===== src/rtl/cpu_defs.sv =====
// Shared MIPS32 core definitions: opcodes, PC-source encodings and fetch FSM states.
// Imported by fetch, decode and control so all stages agree on the encodings.
package cpu_defs;

  localparam int unsigned XLEN    = 32;
  localparam int unsigned OPC_W   = 6;
  localparam int unsigned IMM_W   = 16;
  localparam int unsigned JADDR_W = 26;
  localparam int unsigned SRC_W   = 2;

  localparam logic [OPC_W-1:0] OP_HALT = 6'b111111;

  typedef enum logic [SRC_W-1:0] {
    PC_SEQ    = 2'b00,
    PC_BRANCH = 2'b01,
    PC_JUMP   = 2'b10,
    PC_JR     = 2'b11
  } pc_src_e;

  typedef enum logic [1:0] {
    ST_IDLE     = 2'b00,
    ST_FETCH    = 2'b01,
    ST_WAIT_DEC = 2'b10,
    ST_HALTED   = 2'b11
  } fetch_state_e;

  // Instruction register payload: the fetched word and the address it came from.
  typedef struct packed {
    logic [XLEN-1:0] word;
    logic [XLEN-1:0] pc;
  } fetch_word_t;

  function automatic logic [OPC_W-1:0] opcode_of(input logic [XLEN-1:0] w);
    return w[XLEN-1 -: OPC_W];
  endfunction

endpackage


===== src/rtl/instruction_fetch_if.sv =====
// Fetch-stage bus bundle: instruction-memory read port plus the decode-side
// valid/ready handshake and the redirect inputs supplied by decode.
interface instruction_fetch_if;
  import cpu_defs::*;

  logic                 imem_req;
  logic [XLEN-1:0]      imem_addr;
  logic                 imem_ack;
  logic [XLEN-1:0]      imem_rdata;

  logic                 instr_valid;
  logic                 instr_ready;
  logic [XLEN-1:0]      instruction;
  logic [XLEN-1:0]      instr_pc;
  logic [XLEN-1:0]      pc_plus4;

  logic                 redirect;
  logic [SRC_W-1:0]     pc_src;
  logic [IMM_W-1:0]     imm16;
  logic [JADDR_W-1:0]   jaddr26;
  logic [XLEN-1:0]      reg_target;

  logic                 halted;
  logic [XLEN-1:0]      inst_count;

  modport master (
    output imem_req, imem_addr, instr_valid, instruction, instr_pc, pc_plus4,
           halted, inst_count,
    input  imem_ack, imem_rdata, instr_ready, redirect, pc_src, imm16,
           jaddr26, reg_target
  );

  modport slave (
    input  imem_req, imem_addr, instr_valid, instruction, instr_pc, pc_plus4,
           halted, inst_count,
    output imem_ack, imem_rdata, instr_ready, redirect, pc_src, imm16,
           jaddr26, reg_target
  );

endinterface


===== src/rtl/next_pc_calc.sv =====
// Next-PC selection for the fetch stage: sequential, branch, jump or jump-register.
// Purely combinational so branch-prediction logic can reuse it.
module next_pc_calc
  import cpu_defs::*;
(
  input  logic [XLEN-1:0]    pc_plus4_i,
  input  logic               redirect_i,
  input  logic [SRC_W-1:0]   pc_src_i,
  input  logic [IMM_W-1:0]   imm16_i,
  input  logic [JADDR_W-1:0] jaddr26_i,
  input  logic [XLEN-1:0]    reg_target_i,
  output logic [XLEN-1:0]    next_pc_c_o
);

  localparam int unsigned BR_OFF_W = IMM_W + 2;
  localparam int unsigned SEG_W    = XLEN - JADDR_W - 2;

  logic [XLEN-1:0] br_off_c;
  logic [XLEN-1:0] br_target_c;
  logic [XLEN-1:0] j_target_c;
  logic [XLEN-1:0] jr_target_c;
  logic            unused_jr_lsb_c;

  // Low target bits of a register jump are dropped to keep fetches word aligned.
  assign unused_jr_lsb_c = ^reg_target_i[1:0];

  always_comb begin
    br_off_c    = {{(XLEN-BR_OFF_W){imm16_i[IMM_W-1]}}, imm16_i, 2'b00};
    br_target_c = pc_plus4_i + br_off_c;
    j_target_c  = {pc_plus4_i[XLEN-1 -: SEG_W], jaddr26_i, 2'b00};
    jr_target_c = {reg_target_i[XLEN-1:2], 2'b00};
    next_pc_c_o = pc_plus4_i;
    if (redirect_i) begin
      case (pc_src_e'(pc_src_i))
        PC_SEQ:    next_pc_c_o = pc_plus4_i;
        PC_BRANCH: next_pc_c_o = br_target_c;
        PC_JUMP:   next_pc_c_o = j_target_c;
        PC_JR:     next_pc_c_o = jr_target_c;
        default:   next_pc_c_o = pc_plus4_i;
      endcase
    end
  end

endmodule


===== src/rtl/instruction_fetch.sv =====
// MIPS32 fetch stage: holds the PC, reads instruction memory with wait-state
// tolerance, and hands each word to decode over a valid/ready handshake.
module instruction_fetch
  import cpu_defs::*;
#(
  parameter logic [XLEN-1:0] RESET_PC = 32'h0000_0000
) (
  input logic                 CLK,
  input logic                 RST,
  instruction_fetch_if.master bus
);

  localparam logic [XLEN-1:0] RESET_PC_AL = {RESET_PC[XLEN-1:2], 2'b00};

  fetch_state_e    state_q, state_d;
  logic [XLEN-1:0] pc_q, pc_d;
  logic [XLEN-1:0] pc_plus4_q, pc_plus4_d;
  logic [XLEN-1:0] count_q, count_d;
  fetch_word_t     ir_q, ir_d;
  logic            req_q, req_d;
  logic            valid_q, valid_d;
  logic            halted_q, halted_d;
  logic [XLEN-1:0] next_pc_c;

  next_pc_calc u_next_pc (
    .pc_plus4_i   (pc_plus4_q),
    .redirect_i   (bus.redirect),
    .pc_src_i     (bus.pc_src),
    .imm16_i      (bus.imm16),
    .jaddr26_i    (bus.jaddr26),
    .reg_target_i (bus.reg_target),
    .next_pc_c_o  (next_pc_c)
  );

  // Next-state and registered-output logic; request/valid/halted are computed
  // one cycle ahead so they leave the block straight from flops.
  always_comb begin
    state_d    = state_q;
    pc_d       = pc_q;
    pc_plus4_d = pc_plus4_q;
    count_d    = count_q;
    ir_d       = ir_q;
    req_d      = req_q;
    valid_d    = valid_q;
    halted_d   = halted_q;

    case (state_q)
      ST_IDLE: begin
        state_d = ST_FETCH;
        req_d   = 1'b1;
      end

      ST_FETCH: begin
        if (req_q && bus.imem_ack) begin
          ir_d       = '{word: bus.imem_rdata, pc: pc_q};
          pc_plus4_d = pc_q + XLEN'(4);
          req_d      = 1'b0;
          valid_d    = 1'b1;
          state_d    = ST_WAIT_DEC;
        end
      end

      ST_WAIT_DEC: begin
        if (bus.instr_ready) begin
          count_d = count_q + XLEN'(1);
          pc_d    = next_pc_c;
          valid_d = 1'b0;
          if (opcode_of(ir_q.word) == OP_HALT) begin
            halted_d = 1'b1;
            state_d  = ST_HALTED;
          end else begin
            req_d   = 1'b1;
            state_d = ST_FETCH;
          end
        end
      end

      ST_HALTED: begin
        req_d    = 1'b0;
        valid_d  = 1'b0;
        halted_d = 1'b1;
      end

      default: begin
        state_d = ST_IDLE;
        req_d   = 1'b0;
        valid_d = 1'b0;
      end
    endcase
  end

  always_ff @(posedge CLK or posedge RST) begin
    if (RST) begin
      state_q    <= ST_IDLE;
      pc_q       <= RESET_PC_AL;
      pc_plus4_q <= XLEN'(4);
      count_q    <= '0;
      ir_q       <= '0;
      req_q      <= 1'b0;
      valid_q    <= 1'b0;
      halted_q   <= 1'b0;
    end else begin
      state_q    <= state_d;
      pc_q       <= pc_d;
      pc_plus4_q <= pc_plus4_d;
      count_q    <= count_d;
      ir_q       <= ir_d;
      req_q      <= req_d;
      valid_q    <= valid_d;
      halted_q   <= halted_d;
    end
  end

  assign bus.imem_req    = req_q;
  assign bus.imem_addr   = pc_q;
  assign bus.instr_valid = valid_q;
  assign bus.instruction = ir_q.word;
  assign bus.instr_pc    = ir_q.pc;
  assign bus.pc_plus4    = pc_plus4_q;
  assign bus.halted      = halted_q;
  assign bus.inst_count  = count_q;

endmodule


===== src/flat_wrapper.sv =====
// flat-port wrapper written by rule: the top's interface ports become plain ports
module instruction_fetch_flat import cpu_defs::*;
#(
  parameter logic [XLEN-1:0] RESET_PC = 32'h0000_0000
)
  (CLK, RST, bus_imem_req, bus_imem_addr, bus_instr_valid, bus_instruction, bus_instr_pc, bus_pc_plus4, bus_halted, bus_inst_count, bus_imem_ack, bus_imem_rdata, bus_instr_ready, bus_redirect, bus_pc_src, bus_imm16, bus_jaddr26, bus_reg_target);
  instruction_fetch_if bus_i ();
  input logic CLK;
  input logic RST;
  output wire logic [$bits(bus_i.imem_req)-1:0] bus_imem_req;
  output wire logic [$bits(bus_i.imem_addr)-1:0] bus_imem_addr;
  output wire logic [$bits(bus_i.instr_valid)-1:0] bus_instr_valid;
  output wire logic [$bits(bus_i.instruction)-1:0] bus_instruction;
  output wire logic [$bits(bus_i.instr_pc)-1:0] bus_instr_pc;
  output wire logic [$bits(bus_i.pc_plus4)-1:0] bus_pc_plus4;
  output wire logic [$bits(bus_i.halted)-1:0] bus_halted;
  output wire logic [$bits(bus_i.inst_count)-1:0] bus_inst_count;
  input wire logic [$bits(bus_i.imem_ack)-1:0] bus_imem_ack;
  input wire logic [$bits(bus_i.imem_rdata)-1:0] bus_imem_rdata;
  input wire logic [$bits(bus_i.instr_ready)-1:0] bus_instr_ready;
  input wire logic [$bits(bus_i.redirect)-1:0] bus_redirect;
  input wire logic [$bits(bus_i.pc_src)-1:0] bus_pc_src;
  input wire logic [$bits(bus_i.imm16)-1:0] bus_imm16;
  input wire logic [$bits(bus_i.jaddr26)-1:0] bus_jaddr26;
  input wire logic [$bits(bus_i.reg_target)-1:0] bus_reg_target;
  assign bus_imem_req = bus_i.imem_req;
  assign bus_imem_addr = bus_i.imem_addr;
  assign bus_instr_valid = bus_i.instr_valid;
  assign bus_instruction = bus_i.instruction;
  assign bus_instr_pc = bus_i.instr_pc;
  assign bus_pc_plus4 = bus_i.pc_plus4;
  assign bus_halted = bus_i.halted;
  assign bus_inst_count = bus_i.inst_count;
  assign bus_i.imem_ack = bus_imem_ack;
  assign bus_i.imem_rdata = bus_imem_rdata;
  assign bus_i.instr_ready = bus_instr_ready;
  assign bus_i.redirect = bus_redirect;
  assign bus_i.pc_src = bus_pc_src;
  assign bus_i.imm16 = bus_imm16;
  assign bus_i.jaddr26 = bus_jaddr26;
  assign bus_i.reg_target = bus_reg_target;
  instruction_fetch #(.RESET_PC(RESET_PC)) u_core (.CLK(CLK), .RST(RST), .bus(bus_i));
endmodule

===== config.mk =====
export PLATFORM = sky130hd
export DESIGN_NAME = instruction_fetch_flat
export DESIGN_NICKNAME = d
export VERILOG_FILES = /design/src/rtl/cpu_defs.sv /design/src/rtl/instruction_fetch_if.sv /design/src/rtl/next_pc_calc.sv /design/src/rtl/instruction_fetch.sv /design/src/flat_wrapper.sv
export SDC_FILE = /design/constraint.sdc
export NUM_CORES = 1
export LEC_CHECK = 0
export CELL_PAD_IN_SITES_DETAIL_PLACEMENT = 1
export CELL_PAD_IN_SITES_GLOBAL_PLACEMENT = 1
export CORE_MARGIN = 2
export CORE_UTILIZATION = 36
export CTS_CLUSTER_DIAMETER = 30
export CTS_CLUSTER_SIZE = 25
export DETAILED_ROUTE_END_ITERATION = 8
export MAX_ROUTING_LAYER = met4
export PLACE_DENSITY_LB_ADDON = 0.1
export SYNTH_ARGS = -nofsm -noshare
export SYNTH_HDL_FRONTEND = slang
export SYNTH_SLANG_ARGS = --single-unit

===== constraint.sdc =====
create_clock -name CLK -period 12.4 [get_ports CLK]
set_input_delay 1.86 -clock CLK [delete_from_list [all_inputs] [get_ports CLK]]
set_output_delay 1.86 -clock CLK [all_outputs]
set_load 0.01 [all_outputs]

# After elaboration in Yosys (flattened, before gate mapping)
# Cells that the tools add are included.
dict set report classes {
  addsub 3
  n_eq_ne 11
  muxes 16
  n_reduce_logical 12
}
# operator count
set op_table {}
lappend op_table {{$pmux 32 s4} 1}
lappend op_table {{$add 32x1->32 const B} 1}
lappend op_table {{$add 32x3->32 const B} 1}
lappend op_table {{$add 32x32->32} 1}
lappend op_table {{$mux 32} 1}
lappend op_table {{$reduce_and 3->1} 4}
lappend op_table {{$eq 2x2->1 const B} 4}
lappend op_table {{$mux 1} 7}
lappend op_table {{$eq 6x6->1 const B} 1}
lappend op_table {{$mux 2} 3}
lappend op_table {{$pmux 2 s3} 1}
lappend op_table {{$reduce_bool 3->1} 2}
lappend op_table {{$eq 2x1->1 const B} 2}
lappend op_table {{$logic_not 2->1} 2}
lappend op_table {{$ne 2x1->1 const B} 2}
lappend op_table {{$ne 2x2->1 const B} 2}
lappend op_table {{$pmux 1 s4} 1}
lappend op_table {{$reduce_and 2->1} 2}
lappend op_table {{$pmux 1 s3} 1}
lappend op_table {{$pmux 1 s2} 1}
lappend op_table {{$reduce_bool 2->1} 1}
lappend op_table {{$logic_and 1x1->1} 1}
dict set report totals {
  regBits 165
  input_bits 113
  output_inout_bits 163
  word_cells 51
}

# Longest topological paths before layout
# Gate-level depths: netlist (run 1).
dict set report depth {
  ltp_word 4
  depth_mapped 11
  depth_no_buf 11
}

# Modules after synthesis
# A second synthesis (run 1) with hierarchy kept.
dict set report hier_totals {
  cells_unflattened 1064
  area_unflattened_um2 9585.4
}
# mod n_inst cells_per_inst area_per_inst_um2
set by_module_without_submodules {}
lappend by_module_without_submodules {instruction_fetch 1 678 6998.0}
lappend by_module_without_submodules {next_pc_calc 1 386 2587.5}

# Worst setup path before layout (run 1)
# Ideal clock, no wire load.
dict set report synth_timing {
  path_type {in2reg}
  start {in bus_imm16[15]}
  end {reg u_core.pc_q[31] (netlist: u_core.bus.imem_addr[31])}
  arrival_time_ps 3860
  required_ps 12274
  slack_ps 8414
  cell_stages 9
  n_path_buf 1
  cell_sequence {ha_1 buf_2 nand4_1 or3_1 a211oi_1 nor3_2 xnor2_1 mux2_1 a221o_1}
}
dict set report synth_via {
  elab_chain_cells 3
}
# element line
set synth_rtl {}
lappend synth_rtl {{start: declaration} flat_wrapper.sv:23} ;# input wire logic [$bits(bus_i.imm16)-1:0] bus_imm16;
lappend synth_rtl {{$add 32x32->32} next_pc_calc.sv:29} ;# br_target_c = pc_plus4_i + br_off_c;
lappend synth_rtl {{$pmux 32 s4} next_pc_calc.sv:34} ;# case (pc_src_e'(pc_src_i))
lappend synth_rtl {{$mux 32} next_pc_calc.sv:33} ;# if (redirect_i) begin
lappend synth_rtl {{end signal: assignment} instruction_fetch.sv:104} ;# pc_q <= pc_d;
lappend synth_rtl {{end: declaration} instruction_fetch.sv:16} ;# logic [XLEN-1:0] pc_q, pc_d;
# Every way passes these cells.
# A chain may end at the register's enable or synchronous reset.

# Final worst setup path (run 1)
# Ends and elaborated chain as after synthesis.

==> results.py, run 1 <==
metrics = {
    "drt": {
        "wl_per_cell_um": 21.6,
        "via_count": 8588,
        "drc": 0,
        "drtIter0Drc": 605,
        "met1_length_um": 15100,
        "top_layer": "met4",
        "dr_wl_met3_um": 1530,
        "routed_via_density": 5.47,
        "wl_met2_um": 16800,
        "drt_first_pass_iters": 4,
        "routed_wl_um": 33900,
        "ant_nets": 0,
    },
    "synth": {
        "ys_top_cells_by_count": "162 x dfrtp_1, 118 x nand2_1, 66 x mux2_2, 57 x a21oi_1, 56 x nor2_1",
        "ys.flop_type": "dfrtp_1",
        "synth_fp_nets": 1122,
        "ys_seq_area_frac": 0.434,
        "synth.distinct_cells": 70,
        "async_flop_share": 1.00,
        "synth_top_area_share": 0.432,
        "yosys-top-cells-area": "dfrtp_1 43%, mux2_2 7.9%, ha_1 4.9%, nand2_1 4.7%, xnor2_1 4.3%",
        "synth_edf_count": 0,
        "ys_ff_latch": 163,
        "netlist_instances": 971,
        "yosys.area.top_type": "dfrtp_1",
        "synth.most_common_cell": "dfrtp_1",
        "syn_avg_cell_area_um2": 9.67,
        "synth_area_um2": 9390,
        "yosysWarnings": 0,
    },
    "setup_path": {
        "cp_num_buf_inv": 1,
        "crit_family": "buffers and inverters",
        "worstRegToRegCells": 11,
        "crit_cells": 9,
        "endpoint_kind": "flop",
        "crit_required_ps": 12720,
        "cp-start-kind": "input port",
        "path_cells": "clkdlybuf4s50_1, ha_1, nand4_1, or3_1, a211oi_1, nor3_2, xnor2_1, mux2_1, a221o_1",
        "worstSetupPathType": "in2reg",
        "path_max_fanout": 15,
        "cpMaxStageDelayCell": "clkdlybuf4s50_1",
        "critPathMaxStageDelay_ps": 820,
        "cp.arrival_ps": 5270,
    },
    "clock_network": {
        "clkLatencyLatePin_ps": 430,
        "ctsResizeCount": 0,
        "clk_pin_slew_ps": 80,
        "cts_max_level": 4,
        "cts_sinks": 163,
        "cts_buffers": 17,
        "tritoncts": "built",
        "cts_buffer_depth": 2,
        "ctsHoldBuffers": 0,
        "post_cts_buffers": 0,
        "cts_root_buf": "clkbuf_16",
    },
    "grt": {
        "grt_pass1_wl_um": 51600,
        "grt_overflow": 0,
        "grt_pass1_vias": 8790,
        "antenna_found_initial": 1,
        "grt_max_degree": 84,
        "grt_util_all_layers": 0.255,
    },
    "timing": {
        "max_slew.worst_pin.slew_ps": 1080,
        "setup-tns-final_ps": 0,
        "fmax_ghz": 0.202,
        "rsz0062_at_grt": "no",
        "fin_skew_ps": 12.5,
        "fin_crit_sh": 0.399,
        "relSlewSlack": 0.278,
        "finalWorstSetupSlack_ps": 7450,
        "final_hold_viol_count": 0,
        "setup_viol": 0,
        "report.final.slew_viol_count": 0,
        "min_period_ps": 4950,
    },
    "placed_design": {
        "io_buffers": 273,
        "dpl.hpwl_um": 24600,
        "gp_congestion": 0.890,
        "place_ws_ps": 7020,
    },
    "status": {
        "outcome": "completed",
    },
    "die": {
        "core_um2": 25800,
        "die_y_um": 166,
        "core.rowCount": 59,
        "io_pins": 276,
        "initial_core_util": 0.364,
        "die_x_um": 166,
        "design.die.area_um2": 27400,
    },
    "worst_hold_path": {
        "holdPathStages": 1,
        "hold_path_class": "reg2reg",
    },
    "cells_and_area": {
        "drive_gt1_frac": 0.101,
        "fin_nets": 1371,
        "syn2layout_area_growth_pct": 38.5,
    },
    "flow_run": {
        "maxCapViolations": 0,
    },
    "power": {
        "p_leak_nw": 5.39,
        "pwr_density_cell_nw_per_um2": 222,
        "peakVddDrop_v": 0.0000965,
    },
}
[cells in the final DEF (no fill, tap or decap), drive strengths merged, types with 33 or more instances in the layout]
| cell type | n |
|---|---|
| dfrtp | 162 |
| mux2 | 67 |
| ha | 37 |
| o21ai | 87 |
| xnor2 | 46 |
| a21oi | 59 |
| clkdlybuf4s50 | 272 |
| xor2 | 33 |
| nand2 | 118 |
| nor2 | 56 |
[final timing paths]
kind / slack, ps / from / end
worst max-delay path: 7450 / bus_imm16[15] / u_core.bus.imem_addr[31]$_DFFE_PP0P_
worst max register to register: 9100 / u_core.bus.pc_plus4[2]$_DFFE_PP1P_ / u_core.bus.imem_addr[26]$_DFFE_PP0P_
worst min-delay path: 480 / u_core.bus.inst_count[31]$_DFFE_PP0P_ / u_core.bus.inst_count[31]$_DFFE_PP0P_
min in group asynchronous: 1950 / RST / u_core.bus.instruction[24]$_DFFE_PP0P_
worst min register to register: 480 / u_core.bus.inst_count[31]$_DFFE_PP0P_ / u_core.bus.inst_count[31]$_DFFE_PP0P_
max in group asynchronous: 8860 / RST / u_core.bus.imem_addr[10]$_DFFE_PP0P_
[layer usage]
metal  global-route usage  vias to the layer above
met5                    -                        -
met4               0.0607                        0
met3               0.0392                       29
met2                0.421                      223
met1                0.331                     4345
li1                     -                     3991
[stage by stage]
stage	total power, W	hold slack (ps)	util	instance area [um^2]	instances
floorplan	0.00166	500	-	9390	971
global placement	0.00232	463	0.480	12400	1536
detailed placement	0.00236	466	0.480	12400	1536
CTS	0.00292	478	0.503	13000	1568
global route	0.00308	491	0.503	13000	1569
finish	0.00289	484	0.503	13000	1571
[registers in the layout (all words and copies together) (netlist names)]
| register | flops |
|---|---|
| u_core.bus.inst_count | 32 |
| u_core.bus.pc_plus4 | 30 |
| u_core.bus.halted | 1 |
| u_core.bus.imem_req | 1 |
| u_core.bus.instruction | 32 |
| u_core.state_q | 2 |
| u_core.bus.instr_pc | 32 |
| u_core.bus.imem_addr | 32 |
| u_core.bus.instr_valid | 1 |
[logic make-up (layout without fill, tap and decap cells)]
group | Yosys count | count (layout) | synth area share
DFF | 163 | 163 | 0.434
AOI/OAI and AO/OA | 246 | 246 | 0.167
muxes | 74 | 74 | 0.0878
adders and majority gates | 38 | 38 | 0.0514
other | 0 | 3 | 0
and+or+nand+nor | 300 | 300 | 0.155
buffers and inverters | 71 | 333 | 0.0312
xor gates and xnor gates | 79 | 79 | 0.0737
[power by group]
part	internal [W]	switching (W)
clock network	0.000277	0.000269
logic	0.000718	0.000664
registers	0.000727	0.000237
total	0.00172	0.00117
[area by class of cell]
| type | instances | area (um^2) |
|---|---|---|
| diodes | 3 | 7.51 |
| clock buffers | 18 | 439 |
| clock inverters | 14 | 158 |
| fillers | 2926 | 12800 |
| inverters | 20 | 80.1 |
| multi-input cells | 737 | 5030 |
| flip-flops and latches | 163 | 4080 |
| well taps | 335 | 419 |
| repair buffers | 281 | 2790 |
(Power assumes the default switching activity.)
==> run 2: changes to the inputs <==
==> constraint.sdc (replaced) <==
create_clock -name CLK -period 5.1 [get_ports CLK]
set_input_delay 0.765 -clock CLK [delete_from_list [all_inputs] [get_ports CLK]]
set_output_delay 0.765 -clock CLK [all_outputs]
set_load 0.01 [all_outputs]
==> run 2 against run 1 <==
  * Hold slack worse by 10 ps
  * Power grew 140%
  * Clock skew up 5.0 ps
  * Global-route usage is 0.058 points lower
  * Core utilization grew 0.17 points
  * Sequential share of layout area shrank 0.11 points
  * Die area unchanged
  * Critical path type unchanged
  * Largest power group unchanged
==> results.py, run 2 (synthesis results as in run 1) <==
metrics = {
    "timing": {
        "setup-tns-final_ps": 0,
        "holdWs_ps": 473,
        "fmax_ghz": 0.267,
        "fin_crit_sh": 0.735,
        "rsz0062_at_grt": "no",
        "min_period_ps": 3750,
        "report.final.slew_viol_count": 0,
        "max_slew.worst_pin.slew_ps": 1040,
        "relSlewSlack": 0.309,
        "fin_skew_ps": 17.4,
        "setup_viol": 0,
        "final_hold_viol_count": 0,
    },
    "clock_network": {
        "cts_buffers": 17,
        "cts_max_level": 4,
        "ctsHoldBuffers": 0,
        "tritoncts": "built",
        "ctsResizeCount": 0,
        "cts_sinks": 163,
        "clkLatencyLatePin_ps": 430,
        "cts_root_buf": "clkbuf_16",
        "clk_pin_slew_ps": 80,
        "post_cts_buffers": 0,
        "cts_buffer_depth": 2,
    },
    "drt": {
        "ant_nets": 0,
        "routed_wl_um": 33700,
        "drt_first_pass_iters": 5,
        "wl_per_cell_um": 21.5,
        "routed_via_density": 5.45,
        "drtIter0Drc": 515,
        "drc": 0,
        "via_count": 8568,
    },
    "die": {
        "core_um2": 25800,
        "die_y_um": 166,
        "initial_core_util": 0.364,
        "design.die.area_um2": 27400,
        "io_pins": 276,
        "core.rowCount": 59,
        "die_x_um": 166,
    },
    "power": {
        "power.total_w": 0.00707,
        "peakVddDrop_v": 0.000259,
        "pwr_density_cell_nw_per_um2": 542,
        "p_leak_nw": 5.41,
    },
    "setup_path": {
        "path_cells": "clkdlybuf4s50_1, ha_1, nand3_1, nor4_1, a211o_1, a31oi_1, a211oi_1, o21ai_1, mux2i_1, nand2_1",
        "cp.arrival_ps": 4060,
        "crit_required_ps": 5410,
        "path_max_fanout": 15,
        "worstSetupPathType": "in2reg",
        "critPathMaxStageDelay_ps": 790,
        "cp-start-kind": "input port",
        "endpoint_kind": "flop",
        "cpMaxStageDelayCell": "clkdlybuf4s50_1",
    },
    "grt": {
        "grt_pass1_wl_um": 51500,
        "grt_pass1_vias": 8790,
        "antenna_found_initial": 0,
        "grt_max_degree": 164,
        "grt_overflow": 0,
        "grt_util_all_layers": 0.254,
    },
    "flow_run": {
        "maxCapViolations": 0,
    },
    "placed_design": {
        "io_buffers": 273,
        "dpl.hpwl_um": 25200,
        "gp_congestion": 0.870,
    },
    "cells_and_area": {
        "syn2layout_area_growth_pct": 38.9,
        "fin_nets": 1375,
        "layout_common_cells": "272 x clkdlybuf4s50_1, 162 x dfrtp_1, 117 x nand2_1",
        "final_common_cell": "clkdlybuf4s50_1",
        "fill_cells": 2948,
        "drive_gt1_frac": 0.104,
    },
    "worst_hold_path": {
        "hold_path_class": "reg2reg",
    },
    "status": {
        "outcome": "completed",
    },
}
==> run 2: metrics by stage <==
step | cells | setup WS, ps | instance area, um^2 | util
2_1_floorplan | 971 | 2210 | 9400 | -
3_3_place_gp | 1540 | 925 | 12500 | 0.482
3_5_place_dp | 1540 | 926 | 12500 | 0.482
4_1_cts | 1571 | 1360 | 13000 | 0.505
5_1_grt | 1571 | 1100 | 13000 | 0.505
6_report | 1572 | 1350 | 13100 | 0.505
==> run 2: power breakdown <==
part | internal, W | total, W | switching [W]
sequential | 0.00177 | 0.00236 | 0.000588
combinational | 0.00176 | 0.00338 | 0.00162
clock | 0.000738 | 0.00134 | 0.000598
total | 0.00426 | 0.00707 | 0.00281
==> run 2: cell type report <==
type,count,area [um^2],share of cell area
Inverter,20,78.8,0.00604
Timing Repair Buffer,285,2840,0.218
Sequential cell,163,4080,0.313
Multi-Input combinational cell,737,5030,0.386
Antenna cell,1,2.50,0.000192
Clock buffer,17,425,0.0326
Clock inverter,14,166,0.0128
Tap cell,335,419,0.0321
==> run 2: path summary, 6_finish.rpt <==
check / from / end / slack, ps / cells after the start
max: bus_imm16[15] / u_core.bus.imem_addr[30]$_DFFE_PP0P_ / 1350 / 10
min: u_core.bus.inst_count[31]$_DFFE_PP0P_ / u_core.bus.inst_count[31]$_DFFE_PP0P_ / 470 / 1
max reg2reg: u_core.bus.pc_plus4[2]$_DFFE_PP1P_ / u_core.bus.imem_addr[30]$_DFFE_PP0P_ / 1640 / 11
min reg2reg: u_core.bus.inst_count[31]$_DFFE_PP0P_ / u_core.bus.inst_count[31]$_DFFE_PP0P_ / 470 / 1
max in group asynchronous: RST / u_core.bus.pc_plus4[27]$_DFFE_PP0P_ / 3370 / 3
min in group asynchronous: RST / u_core.bus.imem_addr[11]$_DFFE_PP0P_ / 890 / 3
==> run 2: layer usage <==
layer | global-route usage | part of all wire | vias to the layer above
li1 | - | - | 3992
met1 | 0.327 | 0.44 | 4305
met2 | 0.421 | 0.49 | 240
met3 | 0.0420 | 0.050 | 31
met4 | 0.0607 | 0.018 | 0
met5 | - | 0 | -
==> run 2: worst max-delay path: cells and delay by family <==
kind / cells / cell delay [ps]
buffers and inverters: 1 / 790
AOI/OAI and AO/OA: 4 / 1140
muxes: 1 / 200
adders and majority gates: 1 / 670
and+or+nand+nor: 3 / 480
==> run 3: changes to the inputs <==
==> constraint.sdc (replaced) <==
create_clock -name CLK -period 3.8 [get_ports CLK]
set_input_delay 0.57 -clock CLK [delete_from_list [all_inputs] [get_ports CLK]]
set_output_delay 0.57 -clock CLK [all_outputs]
set_load 0.01 [all_outputs]
==> run 3 against run 2 <==
  * Count of clock-buffer cells in the layout stayed put
  * Clock power up 44%
  * First-iteration DRC count decreased by 2.7%
  * Core utilization up 0.75 points
  * Die area is the same
  * Final area grew 1.5%
  * Hold slack improved by 14 ps
  * Critical path depth grew 1
  * Critical path type unchanged
  * Largest cell class unchanged
==> results.py, run 3 (synthesis results as in run 1) <==
metrics = {
    "timing": {
        "rsz0062_at_grt": "no",
        "fin_skew_ps": 18.5,
        "setup-tns-final_ps": 0,
        "setup_viol": 0,
        "fmax_ghz": 0.320,
        "final_hold_viol_count": 0,
        "report.final.slew_viol_count": 0,
        "relSlewSlack": 0.459,
        "max_slew.worst_pin.slew_ps": 809,
        "min_period_ps": 3130,
        "fin_crit_sh": 0.823,
    },
    "clock_network": {
        "clk_pin_slew_ps": 80,
        "ctsHoldBuffers": 0,
        "clkLatencyLatePin_ps": 430,
        "cts_max_level": 4,
        "cts_root_buf": "clkbuf_16",
        "post_cts_buffers": 0,
        "tritoncts": "built",
        "cts_buffers": 17,
        "cts_sinks": 163,
        "cts_buffer_depth": 2,
        "ctsResizeCount": 0,
    },
    "drt": {
        "drc": 0,
        "met1_length_um": 15200,
        "wl_met2_um": 16900,
        "routed_via_density": 5.47,
        "ant_nets": 0,
        "wl_per_cell_um": 21.8,
        "drt_first_pass_iters": 5,
        "top_layer": "met4",
        "via_count": 8706,
        "dr_wl_met3_um": 1850,
        "drtIter0Drc": 501,
        "routed_wl_um": 34700,
    },
    "cells_and_area": {
        "stdcell_count": 1591,
        "fin_nets": 1395,
        "antennaDiodeCount": 0,
        "layout_common_cells": "272 x clkdlybuf4s50_1, 162 x dfrtp_1, 117 x nand2_1",
        "drive_gt1_frac": 0.118,
        "final_common_cell": "clkdlybuf4s50_1",
        "syn2layout_area_growth_pct": 41.0,
        "stdcell_area_um2": 13200,
    },
    "die": {
        "core_um2": 25800,
        "die_x_um": 166,
        "initial_core_util": 0.364,
        "die_y_um": 166,
        "core.rowCount": 59,
        "io_pins": 276,
        "design.die.area_um2": 27400,
    },
    "setup_path": {
        "crit_required_ps": 4110,
        "cp.arrival_ps": 3440,
        "rr_endpoint": "u_core.bus.imem_addr[12]$_DFFE_PP0P_",
        "worstSetupPathType": "in2reg",
        "r2r_start": "u_core.bus.pc_plus4[2]$_DFFE_PP1P_",
        "reg2reg_slack_ps": 770,
        "endpoint_kind": "flop",
        "path_max_fanout": 15,
        "cp-start-kind": "input port",
        "worstRegToRegCells": 12,
    },
    "power": {
        "p_int_w": 0.00590,
        "peakVddDrop_v": 0.000329,
        "power_frac_clock": 0.199,
        "power.total_w": 0.00968,
        "seqPwrFrac": 0.325,
        "pwr_density_cell_nw_per_um2": 731,
        "p_leak_nw": 5.54,
        "combPwrFrac": 0.476,
        "netSwitchingPower_w": 0.00378,
        "swShare": 0.391,
    },
    "grt": {
        "antenna_found_initial": 0,
        "grt_max_degree": 83,
        "grt_overflow": 0,
        "grt_pass1_vias": 8975,
        "grt_util_all_layers": 0.262,
        "grt_pass1_wl_um": 52900,
    },
    "worst_hold_path": {
        "min_from": "u_core.bus.inst_count[31]$_DFFE_PP0P_",
        "hold_path_class": "reg2reg",
        "min_delay_worst_endpoint": "u_core.bus.inst_count[31]$_DFFE_PP0P_",
        "holdPathStages": 1,
    },
    "placed_design": {
        "dpl.hpwl_um": 26200,
        "dp_cells": 1560,
        "io_buffers": 273,
        "place_area_um2": 12600,
        "gp_congestion": 0.919,
    },
    "status": {
        "outcome": "completed",
    },
    "flow_run": {
        "maxCapViolations": 0,
    },
}
[run 3: cell types whose count changed in the layout (fill, tap and decap cells not counted), sizes merged]
cell / delta
buf: +20
clkinvlp: -2
diode: -1
bufinv: +2
[run 3: critical path, stage by stage]
cell and delay, ps:
clkdlybuf4s50_1 400, buf_4 210, ha_1 490, nand4_1 250, nor3_1 210, o21ai_1 140, a211oi_1 280, nor3_2 70
xnor2_1 160, mux2_1 340, a221o_1 320
[run 3: worst max path at each step]
stage	from	endpoint	slack, ps	depth (start not counted)
floorplan	bus_imm16[15]	u_core.bus.imem_addr[31]$_DFFE_PP0P_	1100	9
global placement	bus_imm16[0]	u_core.bus.imem_addr[12]$_DFFE_PP0P_	320	13
detailed placement	bus_imm16[15]	u_core.bus.imem_addr[31]$_DFFE_PP0P_	290	11
CTS	bus_imm16[15]	u_core.bus.imem_addr[31]$_DFFE_PP0P_	720	11
global route	bus_imm16[15]	u_core.bus.imem_addr[31]$_DFFE_PP0P_	420	11
finish	bus_imm16[15]	u_core.bus.imem_addr[31]$_DFFE_PP0P_	670	11
[run 3: cell type report]
cell class              instances  area [um^2]
well taps                     335          419
flip-flops and latches        163         4080
repair buffers                305         2990
multi-input cells             737         5030
clock buffers                  17          425
clock inverters                14          211
inverters                      20         78.8
fillers                      2896        12600
[run 3: stage by stage]
step	hold slack, ps	setup WS [ps]	util
2_1_floorplan	500	1100	-
3_3_place_gp	461	317	0.488
3_5_place_dp	482	289	0.488
4_1_cts	496	722	0.513
5_1_grt	515	425	0.513
6_report	488	672	0.513
[run 3: power by group through the flow]
| stage | Clock [W] | Sequential, W | Combinational [W] |
|---|---|---|---|
| after CTS | 0.00197 | 0.00315 | 0.00463 |
| after global routing | 0.00203 | 0.00324 | 0.00503 |
| after floorplan | 0 | 0.00319 | 0.00224 |
| after global placement | 0 | 0.00315 | 0.00453 |
| final | 0.00193 | 0.00314 | 0.00461 |
| after detailed placement | 0 | 0.00318 | 0.00460 |
[run 3: routing by layer]
metal,vias up,track usage
li1,4031,-
met1,4377,0.337
met2,254,0.426
met3,44,0.0472
met4,0,0.0705
met5,-,-
